## src/rtl/multicycle_controller.sv

```systemverilog
// Multi-cycle control sequencer for an RV32I subset (R-type, lw, sw, beq) sharing one
// instruction/data memory through a req/ready handshake; retires one instruction per pass.
module multicycle_controller #(
  parameter int CNT_W       = 32,
  parameter int MEM_TIMEOUT = 16
) (
  input  logic             clk,
  input  logic             rst,
  input  logic [4:0]       opcode,
  input  logic             zero,
  input  logic             mem_ready,
  output logic             mem_req,
  output logic             mem_we,
  output logic             iord,
  output logic             ir_write,
  output logic             pc_write,
  output logic             pc_src,
  output logic             reg_write,
  output logic             memtoreg,
  output logic             alu_src,
  output logic [1:0]       alu_op,
  output logic             trap,
  output logic [CNT_W-1:0] instret
);

  localparam int TW = $clog2(MEM_TIMEOUT + 1);

  typedef enum logic [3:0] {
    S_FETCH, S_DECODE, S_EXEC_R, S_ALU_WB, S_MEM_ADDR,
    S_MEM_RD, S_MEM_WB, S_MEM_WR, S_BRANCH, S_TRAP
  } state_t;

  state_t           r_state;
  state_t           w_next;
  logic [TW-1:0]    r_wcnt;
  logic [CNT_W-1:0] r_instret;
  logic             w_wait;
  logic             w_timeout;
  logic             w_retire;

  assign w_wait    = (r_state == S_FETCH) || (r_state == S_MEM_RD) || (r_state == S_MEM_WR);
  // Timeout fires on the cycle the stalled count would reach MEM_TIMEOUT; ready wins.
  assign w_timeout = w_wait && !mem_ready && (r_wcnt == TW'(MEM_TIMEOUT - 1));
  assign w_retire  = (r_state == S_ALU_WB) || (r_state == S_MEM_WB) || (r_state == S_BRANCH) ||
                     ((r_state == S_MEM_WR) && mem_ready);
  assign instret   = r_instret;

  always_ff @(posedge clk or negedge rst) begin
    if (!rst) begin
      r_state   <= S_FETCH;
      r_wcnt    <= '0;
      r_instret <= '0;
    end else begin
      r_state <= w_next;
      if (w_wait && !mem_ready) r_wcnt <= r_wcnt + TW'(1);
      else                      r_wcnt <= '0;
      if (w_retire) r_instret <= r_instret + CNT_W'(1);
    end
  end

  always_comb begin
    w_next = r_state;
    case (r_state)
      S_FETCH:    if (mem_ready) w_next = S_DECODE;
      S_DECODE: begin
        case (opcode)
          5'b01100:          w_next = S_EXEC_R;
          5'b00000, 5'b01000: w_next = S_MEM_ADDR;
          5'b11000:          w_next = S_BRANCH;
          default:           w_next = S_TRAP;
        endcase
      end
      S_EXEC_R:   w_next = S_ALU_WB;
      S_ALU_WB:   w_next = S_FETCH;
      S_MEM_ADDR: w_next = (opcode == 5'b00000) ? S_MEM_RD : S_MEM_WR;
      S_MEM_RD:   if (mem_ready) w_next = S_MEM_WB;
      S_MEM_WB:   w_next = S_FETCH;
      S_MEM_WR:   if (mem_ready) w_next = S_FETCH;
      S_BRANCH:   w_next = S_FETCH;
      S_TRAP:     w_next = S_TRAP;
      default:    w_next = S_TRAP;
    endcase
    if (w_timeout) w_next = S_TRAP;
  end

  always_comb begin
    mem_req   = 1'b0;
    mem_we    = 1'b0;
    iord      = 1'b0;
    ir_write  = 1'b0;
    pc_write  = 1'b0;
    pc_src    = 1'b0;
    reg_write = 1'b0;
    memtoreg  = 1'b0;
    alu_src   = 1'b0;
    alu_op    = 2'b00;
    trap      = 1'b0;
    case (r_state)
      S_FETCH: begin
        mem_req  = 1'b1;
        ir_write = mem_ready;
        pc_write = mem_ready;
      end
      S_EXEC_R: alu_op = 2'b10;
      S_ALU_WB: begin
        reg_write = 1'b1;
        alu_op    = 2'b10;
      end
      S_MEM_ADDR: alu_src = 1'b1;
      S_MEM_RD: begin
        mem_req = 1'b1;
        iord    = 1'b1;
        alu_src = 1'b1;
      end
      S_MEM_WB: begin
        reg_write = 1'b1;
        memtoreg  = 1'b1;
      end
      S_MEM_WR: begin
        mem_req = 1'b1;
        mem_we  = 1'b1;
        iord    = 1'b1;
        alu_src = 1'b1;
      end
      S_BRANCH: begin
        alu_op   = 2'b01;
        pc_src   = 1'b1;
        pc_write = zero;
      end
      S_TRAP:  trap = 1'b1;
      default: ;
    endcase
    // Reset must silence the memory port immediately, even mid-access.
    if (!rst) begin
      mem_req   = 1'b0;
      mem_we    = 1'b0;
      iord      = 1'b0;
      ir_write  = 1'b0;
      pc_write  = 1'b0;
      pc_src    = 1'b0;
      reg_write = 1'b0;
      memtoreg  = 1'b0;
      alu_src   = 1'b0;
      alu_op    = 2'b00;
      trap      = 1'b0;
    end
  end

endmodule

```

## config.mk

```make
export PLATFORM = sky130hd
export DESIGN_NAME = multicycle_controller
export DESIGN_NICKNAME = d
export VERILOG_FILES = /design/src/rtl/multicycle_controller.sv
export SDC_FILE = /design/constraint.sdc
export NUM_CORES = 1
export LEC_CHECK = 0
export BUFFER_PORTS_ARGS = -buffer_cell sky130_fd_sc_hd__buf_4
export CAP_MARGIN = 25
export CORE_ASPECT_RATIO = 1.75
export CORE_UTILIZATION = 58
export CTS_CLUSTER_SIZE = 28
export DETAILED_ROUTE_END_ITERATION = 7
export HOLD_SLACK_MARGIN = 0.06
export PLACE_DENSITY = 0.89
export RECOVER_POWER = 25
export REMOVE_ABC_BUFFERS = 1
export SYNTH_ARGS = -nofsm -noshare
export SYNTH_HDL_FRONTEND = slang
export SYNTH_SLANG_ARGS = --single-unit
```

## constraint.sdc

```tcl
create_clock -name clk -period 3.45 [get_ports clk]
set_clock_uncertainty 0.2 [all_clocks]
set_input_delay 0.1725 -clock clk [delete_from_list [all_inputs] [get_ports clk]]
set_output_delay 0.1725 -clock clk [all_outputs]
set_load 0.01 [all_outputs]
```

---- Word level (Yosys, flattened, before mapping) ----
Cells that the tools add are included.
storage, ports and cells
  flip-flop bits (word level) ............. 41
  bits of input ports ..................... 9
  word-level logic and storage cells ...... 70
cells by class
  mux-type cells .......................... 30
  $add $sub $neg .......................... 2
  eq/ne operators ......................... 16
  reductions and logical operators ........ 19
operator list
  operator                 number
  $add A32 B1 Y32 const B  1
  $pmux W4 S7              1
  $mux W1                  19
  $eq A4 B3 Y1 const B     4
  $mux W4                  4
  $eq A5 B4 Y1 const B     3
  $pmux W4 S3              1
  $ne A3 B3 Y1 const B     3
  $reduce_or A3 Y1         3
  $eq A4 B2 Y1 const B     2
  $eq A4 B4 Y1 const B     2
  $reduce_or A2 Y1         4
  $add A5 B1 Y5 const B    1
  $eq A5 B5 Y1 const B     1
  $logic_not A5 Y1         1
  $logic_or A1 B1 Y1       5
  $mux W5                  1
  $eq A4 B1 Y1 const B     1
  $logic_not A4 Y1         1
  $mux W2                  2
  $pmux W2 S2              1
  $logic_and A1 B1 Y1      3
  $reduce_and A3 Y1        1
  $pmux W1 S2              1
  $logic_not A1 Y1         1

---- Logic depth before layout (Yosys ltp) ----
Gate-level depths: netlist of run 1.
  depth in word-level cells ............... 7
  gate-level depth with buffers ........... 7
  gate-level depth less buffers ........... 7

---- Worst setup path after synthesis of run 1 ----
No wires, ideal clock.
  path type ............................... register -> register
  start point ............................. register r_state[0]
  end point ............................... register r_instret[1], in the netlist instret[1]
  required time ........................... 3125 ps
  clock period less this slack ............ 1880 ps
  data arrival time ....................... 1556 ps
  cell stages (with the launch flop) ...... 5
  setup time .............................. 125 ps
  slack ................................... 1570 ps
  cells stage by stage .................... dfrtp_1 -> or2_2 -> a32oi_4 -> buf_4 -> mux2_2
between the ends
  longest elaborated chain between the ends .. 4
ends and longest elaborated chain
  element                                       line  source
  from (decl)                                   33    state_t r_state;
  from (signal assigned)                        54    r_state <= w_next;
  $eq A4 B2 Y1 or $eq A4 B3 Y1 (tied branches)  44    assign w_retire = (r_state == S_ALU_WB) || (r_state == S_MEM_WB) || (r_state == S_BRANCH) ||
  $logic_or A1 B1 Y1 (2 in series)              44
  $logic_or A1 B1 Y1 *                          44
  to (signal assigned)                          57    if (w_retire) r_instret <= r_instret + CNT_W'(1);
  to (decl)                                     36    logic [CNT_W-1:0] r_instret;
Every way passes the cells marked *; elsewhere a longest branch is shown, timed or not.
A chain may end at the register's enable or synchronous reset.

---- Worst setup path in the final report of run 1 ----
  start point ............................. input rst
  end point ............................... output mem_we
between the ends
  longest elaborated chain between the ends .. 1
ends and longest elaborated chain
  element      line  source
  from (decl)  8     input logic rst,
  $mux W1      134   if (!rst) begin
  to (decl)    13    output logic mem_we,
No other way between the ends.

==> metrics.md, run 1 <==
| Metric | Value |
|---|---|
| Status | `completed` |
| Vias per cell | `5.67` |
| Worst Hold Launch | `opcode[0]` |
| Final slew viol count | `0` |
| Critical-path cell list | `dlygate4sd3_1 > buf_4 > nor2b_1 > nand2_1 > nor3_1 > buf_4` |
| Die Width | `50.0 um` |
| Synth Instances | `218` |
| Slowest cell on the critical path | `dlygate4sd3_1` |
| Final net count | `282` |
| Layout cell share with drive strength beyond 1 | `30.3%` |
| Critical path buffer and inverter count | `3` |
| Hold Path Class | `in -> reg` |
| Crit Reg-Reg Endpoint | `instret[31]` |
| Busiest grt layer | `met2` |
| Final period demand of the worst path | `2.38 ns` |
| TNS Setup | `0 ns` |
| Pin count of the biggest net entering global routing | `45` |
| TritonCTS clock tree | `built` |
| Die Area | `4290 um2` |
| R2r startpoint | `instret[14]` |
| Max_cap viols | `0` |
| Final setup violation count | `0` |
| Worst Reg2Reg Path Length in Cells | `4` |
| Reg2reg setup slack | `1.10 ns` |
| Combinational cell fraction of total power | `23.3%` |
| Synthesized cell area | `2330 um2` |
| Via count | `1810` |
| Met3 usage | `3.19%` |
| Hpwl dp | `3.42 mm` |
| Die Y | `85.9 um` |
| Core area | `3870 um2` |
| Max stage delay on crit path | `0.53 ns` |
| DRC | `0` |
| Fillers | `281` |
| ANT cells | `0` |
| Post-synth EDFFs | `0` |
| Clock Latency Late Sink | `0.29 ns` |
| Max FO, Critical Path | `44` |
| Most frequent CP cell | `buf_4` |
| Switching Share | `30.8%` |
| Initial DRC Count | `45` |
| GPL Wtd Cong | `0.909` |
| CP top delay family | `buffers and inverters` |
| First-pass GRT wire length | `8.58 mm` |
| I/O Pins | `53` |
| Hold Crit Endpoint | `r_state[2]` |
| Worst EP arrival | `2.00 ns` |
| Register share of total power | `43.4%` |
| Clock tree buffer depth | `2` |
| Critical path required time | `3.08 ns` |
| Final Hold Viols | `0` |
| CTS Sinks | `41` |
| Final core utilization | `74.5%` |
| Count of cell types in the netlist | `45` |
| CP Capture Type | `output pin` |
| Layout area overhead | `23.4%` |
| Final period util | `68.9%` |
| Total GRT Usage | `26.1%` |
| Cell Rows | `30` |
| RSZ-0062 raised after global routing | `no` |
| Critical path class | `in -> out` |
| Sequential area share after synthesis | `43.9%` |
| Antenna viol nets, final | `0` |
| H-tree levels | `2` |
| Cts repair resizes | `0` |
| Port Buffers | `52` |
| Post-synthesis async set-or-reset flop share | `100%` |
| Cell internal pwr | `0.000944 W` |
| Avg Cell Area, Syn | `10.7 um2` |
| Met2 usage | `45.9%` |
| Vias in the first global route | `1819` |
| Syn. warnings | `0` |
| Psw | `0.000421 W` |
| Drt pass-1 iters | `5` |
| Gr ovfl total | `0` |
| Initial antenna violation count | `0` |
| Clk pwr share | `33.3%` |
| Seq cells post-synth | `41` |
| Maximum vdd drop | `0.359 mV` |
| Hold path depth | `4` |
| M1 GR Usage | `31.6%` |
| Ys flop type | `dfrtp_1` |
| Normalized max-slew margin | `45.5%` |
| P per Cell Area | `474 nW/um2` |
| Worst-Margin Slew | `0.815 ns` |
| Leakage | `1.50 nW` |
| Root buffer cell | `clkbuf_8` |
| WL/cell | `15.4 um` |
| Total CTS buffers | `5` |
| Startpoint Class | `primary input` |
| Clock Pin Slew Worst Setup and Hold Paths | `0.07 ns` |
| Max frequency | `0.421 GHz` |
| Initial Util | `60.4%` |
| Final wirelength | `4.93 mm` |
==> worst register-to-register path, stage by stage (launching register included) <==
cell and delay (ns):
dfrtp_1 0.44, and4_1 0.28, nand4_1 0.65, nor4_2 0.50, xor2_1 0.20
==> worst max-delay path by stage <==
stage / start / endpoint / cells after the start
final: rst / mem_we / 6
after global routing: instret[14] / instret[31] / 4
after CTS: rst / mem_we / 6
after detailed placement: r_state[2] / instret[1] / 4
after global placement: r_state[2] / instret[1] / 4
after floorplan: r_state[0] / instret[1] / 3
==> routing by layer <==
metal,share of wire [%],vias up
met4,1.3,0
met1,42,898
li1,-,869
met3,2.0,6
met5,0,-
met2,55,37
==> power by group through the flow <==
stage	Clock (W)	Sequential, W	Combinational, W
floorplan	0	0.000599	0.000177
global placement	0	0.000595	0.000304
detailed placement	0	0.000601	0.000315
CTS	0.000462	0.000592	0.000319
global route	0.000482	0.000602	0.000345
finish	0.000454	0.000593	0.000317
==> what timing repair did <==
action,4_1_cts,5_1_grt
hold buffers,3,0
hold endpoints to repair,42,0
setup buffers,0,0
==> synth_stat cells, drive strengths merged (2+ instances only) <==
| cell | n | area share, % |
|---|---|---|
| nor3b | 5 | 1.6 |
| nor2 | 17 | 2.7 |
| buf | 7 | 2.6 |
| nand3b | 2 | 0.64 |
| inv | 6 | 0.96 |
| nor4b | 3 | 1.8 |
| nand2b | 3 | 0.80 |
| nand2 | 16 | 2.7 |
| a31oi | 2 | 0.54 |
| ha | 3 | 1.6 |
| and4 | 6 | 2.4 |
| and2 | 5 | 1.3 |
| nand3 | 9 | 1.9 |
| o31ai | 2 | 0.64 |
| and3 | 4 | 1.1 |
| clkbuf | 4 | 0.64 |
| nor3 | 10 | 2.6 |
| xnor2 | 4 | 1.5 |
| nor4 | 13 | 8.2 |
| a21oi | 3 | 0.64 |
| nor2b | 3 | 0.80 |
| dfrtp | 41 | 44 |
| xor2 | 30 | 11 |
| nand4 | 5 | 1.6 |
| o21ai | 5 | 1.1 |
==> metrics by stage <==
stage          instance area (um2)  instances  hold WS, ns  power [W]  setup WS [ns]
6_report                      2880        319       0.0763    0.00136           1.07
5_1_grt                       2880        319       0.0998    0.00143          0.856
4_1_cts                       2880        319       0.0712    0.00137           1.07
3_5_place_dp                  2720        308      -0.0110   0.000916           1.15
3_3_place_gp                  2720        308      -0.0148   0.000899           1.21
2_1_floorplan                 2260        207       -0.323   0.000777           1.00
==> sequential cells by signal, indices dropped and copies added, names as in the netlist <==
signal / cells
instret: 32
r_wcnt: 5
r_state: 4
==> area by class of cell <==
class                   count  area [um2]  share of cell area (%)
clock buffers               5        68.8                    2.39
clock inverters             3        65.1                    2.26
inverters                   6        22.5                   0.782
multi-input cells         160        1210                    42.0
flip-flops and latches     41        1030                    35.6
well taps                  48        60.1                    2.09
repair buffers             56         428                    14.9
==> cell usage in the layout, fill, tap and decap left out, types with 3 or more instances in the layout <==
cell	n
a21oi_1	3
and2_1	5
and3_1	4
and4_1	5
buf_4	53
clkbuf_8	5
dfrtp_1	41
dlygate4sd3_1	3
ha_1	3
inv_1	6
nand2_1	15
nand2b_1	3
nand3_1	9
nand4_1	4
nor2_1	17
nor2b_1	3
nor3_1	9
nor3b_1	5
nor4_2	8
nor4_4	4
o21ai_0	4
xnor2_1	4
xor2_1	30
==> cell families (layout without fill, tap and decap cells) <==
group                      count (synthesis)  count (layout)  synth area share [%]
xor gates and xnor gates                  34              34                  12.8
DFF                                       41              41                  43.9
adders and majority gates                  3               3                  1.61
buffers and inverters                     17              70                  4.23
and+or+nand+nor                          103             103                  30.8
muxes                                      1               1                 0.482
AOI/OAI and AO/OA                         19              19                  6.22
Note: power is estimated with default switching activity, not from simulation.
==> run 2, diff against run 1 <==
Settings changed: CORE_UTILIZATION 58 to 54, PLACE_DENSITY 0.89 to 0.84.
Clock period 3.45 ns to 2.3 ns, I/O delays scaled along.
==> run 2 against run 1 <==
  * Wire length down 2.6%
  * Non-clock buffer count up 9
  * Count of clock-buffer cells in the layout up 1
  * Utilization down 4.9 points
==> metrics.md, run 2 (same netlist as run 1, synthesis figures left out) <==
| Metric | Value |
|---|---|
| Clock Pin Slew Worst Setup and Hold Paths | `0.07 ns (about the same)` |
| GPL Wtd Cong | `0.837 (-7.9%)` |
| Core area | `4150 um2 (+7.3%)` |
| Normalized max-slew margin | `50.4% (+4.9 points)` |
| Die Y | `89.0 um (+3.6%)` |
| Total GRT Usage | `23.1% (-3.1 points)` |
| Final net count | `291 (+3.2%)` |
| Commonest non-fill, non-tap cell in the layout | `buf_4` |
| ANT cells | `0 (unchanged)` |
| Worst-Margin Slew | `0.742 ns (-0.0728 ns)` |
| Hold Path Class | `in -> reg` |
| Clock tree buffer depth | `2 (unchanged)` |
| Final period util | `89.3%` |
| Vias per cell | `5.64 (-0.59%)` |
| I/O Pins | `53 (unchanged)` |
| Max frequency | `0.487 GHz` |
| Die Width | `51.7 um (+3.5%)` |
| Startpoint Class | `primary input` |
| Highest-count cells in the layout ignoring fill and taps | `51 x buf_4, 41 x dfrtp_1, 30 x xor2_1, 17 x nor2_1, 15 x nand2_1` |
| Max_cap viols | `0 (unchanged)` |
| Hold path depth | `5 (+1)` |
| Antenna viol nets, final | `0 (unchanged)` |
| Drt pass-1 iters | `5 (unchanged)` |
| DRC | `0 (unchanged)` |
| TNS Setup | `0 ns (unchanged)` |
| Hold Crit Endpoint | `r_state[3]` |
| Max reg flops | `32 (unchanged)` |
| R2r startpoint | `r_state[0]` |
| Worst EP arrival | `2.03 ns (+0.03 ns)` |
| Vias in the first global route | `1773 (-2.5%)` |
| Final WS setup | `0.246 ns (-0.826 ns)` |
| TritonCTS clock tree | `built` |
| WL/cell | `14.6 um (-5.3%)` |
| Reg2reg setup slack | `0.31 ns (-0.79 ns)` |
| H-tree levels | `2 (unchanged)` |
| First-pass GRT wire length | `7.93 mm (-7.6%)` |
| Hpwl dp | `3.41 mm (-0.34%)` |
| Final Hold Viols | `0 (unchanged)` |
| P per Cell Area | `640 nW/um2 (+35%)` |
| Final period demand of the worst path | `2.05 ns` |
| Pwr Total | `0.00185 W (+36%)` |
| Leakage | `1.49 nW (-0.54%)` |
| Status | `completed` |
| Critical path class | `in -> reg` |
| Layout area overhead | `23.8%` |
| Initial antenna violation count | `0 (unchanged)` |
| Design area | `2890 um2 (+0.35%)` |
| Total CTS buffers | `5 (unchanged)` |
| Placed instance area | `2780 um2 (+2.2%)` |
| Final wirelength | `4.80 mm (-2.6%)` |
| WHS | `0.128 ns (+0.0517 ns)` |
| Max FO, Critical Path | `3 (-93%)` |
| Layout cell share with drive strength beyond 1 | `28.3% (-1.9 points)` |
| CP Capture Type | `register` |
| Worst Hold Launch | `opcode[3]` |
| Initial DRC Count | `38 (-16%)` |
| Final slew viol count | `0 (unchanged)` |
| Via count | `1850 (+2.2%)` |
| RSZ-0062 raised after global routing | `no` |
| Pin count of the biggest net entering global routing | `33 (-27%)` |
| Cell Rows | `31 (+3.3%)` |
| Dpl ws | `0.323 ns (-0.826 ns)` |
| Root buffer cell | `clkbuf_8` |
| Initial Util | `56.3% (-4.1 points)` |
| Maximum vdd drop | `0.678 mV (+88%)` |
| Critical path required time | `2.28 ns (-0.80 ns)` |
| Crit Reg-Reg Endpoint | `instret[1]` |
| Gr ovfl total | `0 (unchanged)` |
| Final setup violation count | `0 (unchanged)` |
| Worst Reg2Reg Path Length in Cells | `4 (unchanged)` |
| Critical Path Source | `opcode[0]` |
| Port Buffers | `52 (unchanged)` |
| Clock Latency Late Sink | `0.29 ns (about the same)` |
| Die Area | `4600 um2 (+7.2%)` |
| CTS Sinks | `41 (unchanged)` |
## run 2: cell types whose count changed in the layout (fill, tap and decap cells not counted)
cell | before | now
buf_12 | 0 | 1
clkinv_4 | 0 | 1
clkinv_2 | 1 | 0
bufinv_16 | 2 | 0
buf_4 | 53 | 51
dlygate4sd3_1 | 3 | 6
clkbuf_1 | 0 | 8
## run 2: layer usage
layer | global-route usage (%) | wire [um] | vias to the layer above
met5 | 0 | 0 | -
met3 | 4.59 | 184 | 4
met4 | 7.86 | 47 | 0
li1 | - | - | 888
met2 | 41.0 | 2610 | 47
met1 | 27.3 | 1960 | 911
## run 2: how the worst max path moves through the flow
stage | cells after the start | end | slack, ns
detailed placement | 4 | instret[1] | 0.32
finish | 6 | r_state[2] | 0.25
global placement | 4 | instret[1] | 0.35
global route | 6 | r_state[2] | 0.06
floorplan | 3 | instret[1] | -0.15
CTS | 6 | r_state[2] | 0.24
## run 2: timing repair
action | in CTS | in global routing
hold buffers | 6 | 0
hold endpoints to repair | 44 | 0
buffers inserted | 0 | 0
gates resized for setup | 0 | 0
## run 2: per-stage QoR
step                      instances  util [%]
after detailed placement        315      66.9
after floorplan                 207         -
after global placement          315      66.9
after global routing            328      69.6
after CTS                       328      70.3
final                           328      69.6
## run 2: cell type report
cell class,count,area (um2)
fill,326,1260
multi-input combinational,160,1210
clock buffer,6,72.6
inverter,6,22.5
tap,49,61.3
sequential,41,1030
clock inverter,1,8.76
timing repair buffer,65,489
## run 2: where the power goes
group	internal, W	total [W]	switching (W)
Sequential	0.000779	0.000862	0.0000828
Combinational	0.000242	0.000540	0.000299
Clock	0.000210	0.000449	0.000239
## run 2: critical path, stage by stage
cell	delay, ns
dlygate4sd3_1	0.54
buf_4	0.14
nor4_1	0.33
dlygate4sd3_1	0.61
a21oi_1	0.07
o31ai_1	0.23
==> run 3, diff against run 2 <==
Settings changed: CELL_PAD_IN_SITES_DETAIL_PLACEMENT set to 1, CELL_PAD_IN_SITES_GLOBAL_PLACEMENT set to 1, CORE_UTILIZATION 54 to 42, SETUP_SLACK_MARGIN set to 0.3.
==> run 3 against run 2 <==
  * Cell count grew 10%
  * Largest cell class unchanged
  * Via count grew 2.6%
  * Highest routed layer unchanged
  * Sequential power is essentially flat
  * Non-clock buffer count grew 7
  * Utilization shrank 12 points
  * Combinational power grew 6.1%
  * Sequential share of layout area shrank 1.7 points
  * Critical path type is now reg -> reg
  * Sequential cell count is the same
  * Clock power grew 12%
==> metrics.md, run 3 (same netlist as run 1, synthesis figures left out) <==
| Metric | Value |
|---|---|
| Status | `completed` |
| Combinational cell fraction of total power | `29.6% (+0.4 points)` |
| TritonCTS clock tree | `built` |
| Maximum vdd drop | `0.456 mV (-33%)` |
| CTS Sinks | `41 (unchanged)` |
| Initial antenna violation count | `0 (unchanged)` |
| Switching Share | `34.3% (+0.82 points)` |
| Reg2reg setup slack | `0.34 ns (+0.03 ns)` |
| Die Width | `58.4 um (+13%)` |
| Max FO, Critical Path | `11 (+8)` |
| Max frequency | `0.510 GHz (+4.7%)` |
| Core area | `5300 um2 (+28%)` |
| Die Y | `101 um (+13%)` |
| P per Cell Area | `637 nW/um2 (-0.51%)` |
| Final net count | `298 (+2.4%)` |
| Total CTS buffers | `5 (unchanged)` |
| CP Capture Type | `register` |
| Hold Crit Endpoint | `r_state[3]` |
| I/O Pins | `53 (unchanged)` |
| Pin count of the biggest net entering global routing | `41 (+24%)` |
| Worst path depth | `4 (-2)` |
| Max reg flops | `32 (unchanged)` |
| Final period demand of the worst path | `1.96 ns (-0.0915 ns)` |
| Worst-Margin Slew | `1.02 ns (+0.275 ns)` |
| Vias per cell | `5.26 (-6.7%)` |
| Max_cap viols | `0 (unchanged)` |
| Startpoint Class | `register` |
| Fillers | `581 (+78%)` |
| DRC | `0 (unchanged)` |
| WHS | `0.120 ns (-0.00805 ns)` |
| Clock tree buffer depth | `2 (unchanged)` |
| Slowest cell on the critical path | `dfrtp_1` |
| GPL Wtd Cong | `0.773 (-7.7%)` |
| Gr ovfl total | `0 (unchanged)` |
| Hold path depth | `5 (unchanged)` |
| Layout cell share with drive strength beyond 1 | `34.1% (+5.8 points)` |
| Final setup violation count | `0 (unchanged)` |
| Total GRT Usage | `20.9% (-2.2 points)` |
| Final slew viol count | `0 (unchanged)` |
| Critical-path cell list | `or2_2 > a32oi_4 > buf_4 > mux2_2` |
| Crit Reg-Reg Endpoint | `instret[1]` |
| WL/cell | `16.2 um (+10%)` |
| Vias in the first global route | `1935 (+9.1%)` |
| Hpwl dp | `3.94 mm (+16%)` |
| Leakage | `1.57 nW (+5.5%)` |
| Initial Util | `44.1% (-12 points)` |
| Multi-input logic area | `1250 um2 (+3.1%)` |
| Critical path class | `reg -> reg` |
| Commonest non-fill, non-tap cell in the layout | `buf_4` |
| Root buffer cell | `clkbuf_8` |
| Cell Rows | `35 (+13%)` |
| Design area | `3040 um2 (+5.2%)` |
| Cell internal pwr | `0.00127 W (+3.4%)` |
| ANT cells | `0 (unchanged)` |
| First-pass GRT wire length | `9.26 mm (+17%)` |
| Highest-count cells in the layout ignoring fill and taps | `62 x buf_4, 40 x dfrtp_1, 30 x xor2_1, 17 x nor2_1, 15 x nand2_1` |
| Final wirelength | `5.83 mm (+22%)` |
| Drt pass-1 iters | `4 (-1)` |
| CP top delay family | `flip-flops` |
| Critical path required time | `2.28 ns (about the same)` |
| Final period util | `85.3% (-4.0 points)` |
| Final Hold Viols | `0 (unchanged)` |
| Via count | `1899 (+2.6%)` |
| Port Buffers | `52 (unchanged)` |
| Normalized max-slew margin | `32.2% (-18 points)` |
| Critical path buffer and inverter count | `1 (-2)` |
| Layout area overhead | `30.3%` |
| Worst Reg2Reg Path Length in Cells | `4 (unchanged)` |
| Worst Hold Launch | `opcode[3]` |
| Hold Path Class | `in -> reg` |
| Die Area | `5870 um2 (+28%)` |
| Initial DRC Count | `43 (+13%)` |
| RSZ-0062 raised after global routing | `yes` |
| R2r startpoint | `r_state[2]` |
| Clock Pin Slew Worst Setup and Hold Paths | `0.08 ns (about the same)` |
| Register area | `1030 um2 (+0.12%)` |
| Max stage delay on crit path | `0.46 ns (-0.15 ns)` |
| Placed instance area | `2800 um2 (+0.95%)` |
| Antenna viol nets, final | `0 (unchanged)` |
| Clock Latency Late Sink | `0.30 ns (about the same)` |
| Psw | `0.000666 W (+7.3%)` |
| Register share of total power | `44.4% (-2.1 points)` |
| Worst EP arrival | `1.94 ns (-0.09 ns)` |
| Clk pwr share | `26.0% (+1.7 points)` |
| H-tree levels | `2 (unchanged)` |
## run 3: worst max path at each step
stage / from / to / slack, ns
final: r_state[2] / instret[1] / 0.34
after detailed placement: r_state[1] / instret[12] / 0.17
after global placement: r_state[1] / instret[12] / 0.32
after global routing: instret[0] / instret[26] / 0.25
after CTS: r_state[0] / instret[11] / 0.31
after floorplan: r_state[0] / instret[1] / -0.15
## run 3: metal layers
metal,vias up,global-route usage [%],wire length (um),share of wire (%)
li1,896,-,-,-
met1,956,23.8,2330,40
met2,40,36.9,3230,55
met3,7,4.11,163,2.8
met4,0,9.34,106,1.8
met5,-,0,0,0
## run 3: timing repair
action,4_1_cts,5_1_grt
setup endpoints to repair,6,27
endpoints found under the hold margin,43,0
cloned,0,0
buffers inserted,0,5
resized for setup,1,7
hold buffers,7,0
pin swaps,1,2
## run 3: cell type report
type | instances | area share (%)
Inverter | 6 | 0.740
Timing Repair Buffer | 72 | 18.3
Clock inverter | 2 | 0.452
Multi-Input combinational cell | 160 | 41.0
Sequential cell | 41 | 33.8
Clock buffer | 6 | 2.71
Tap cell | 74 | 3.04
## run 3: through the flow
stage / power [W] / util, % / instances / TNS (ns) / setup WS (ns)
floorplan: 0.00117 / - / 207 / -1.96 / -0.150
global placement: 0.00139 / 52.9 / 341 / 0 / 0.322
detailed placement: 0.00140 / 52.9 / 341 / 0 / 0.169
CTS: 0.00193 / 56.1 / 356 / 0 / 0.310
global route: 0.00204 / 57.4 / 361 / 0 / 0.250
finish: 0.00194 / 57.4 / 361 / 0 / 0.338
## run 3: power by group through the flow
stage          Clock (W)  Sequential, W  Combinational (W)
5_1_grt         0.000546       0.000872           0.000626
6_report        0.000504       0.000861           0.000573
2_1_floorplan          0       0.000899           0.000266
3_5_place_dp           0       0.000875           0.000529
4_1_cts         0.000521       0.000861           0.000544
3_3_place_gp           0       0.000873           0.000519
## run 3: worst register-to-register path, cell delays in order (launching register included)
cell,delay (ns)
dfrtp_1,0.46
or2_2,0.34
a32oi_4,0.25
buf_4,0.25
mux2_2,0.36
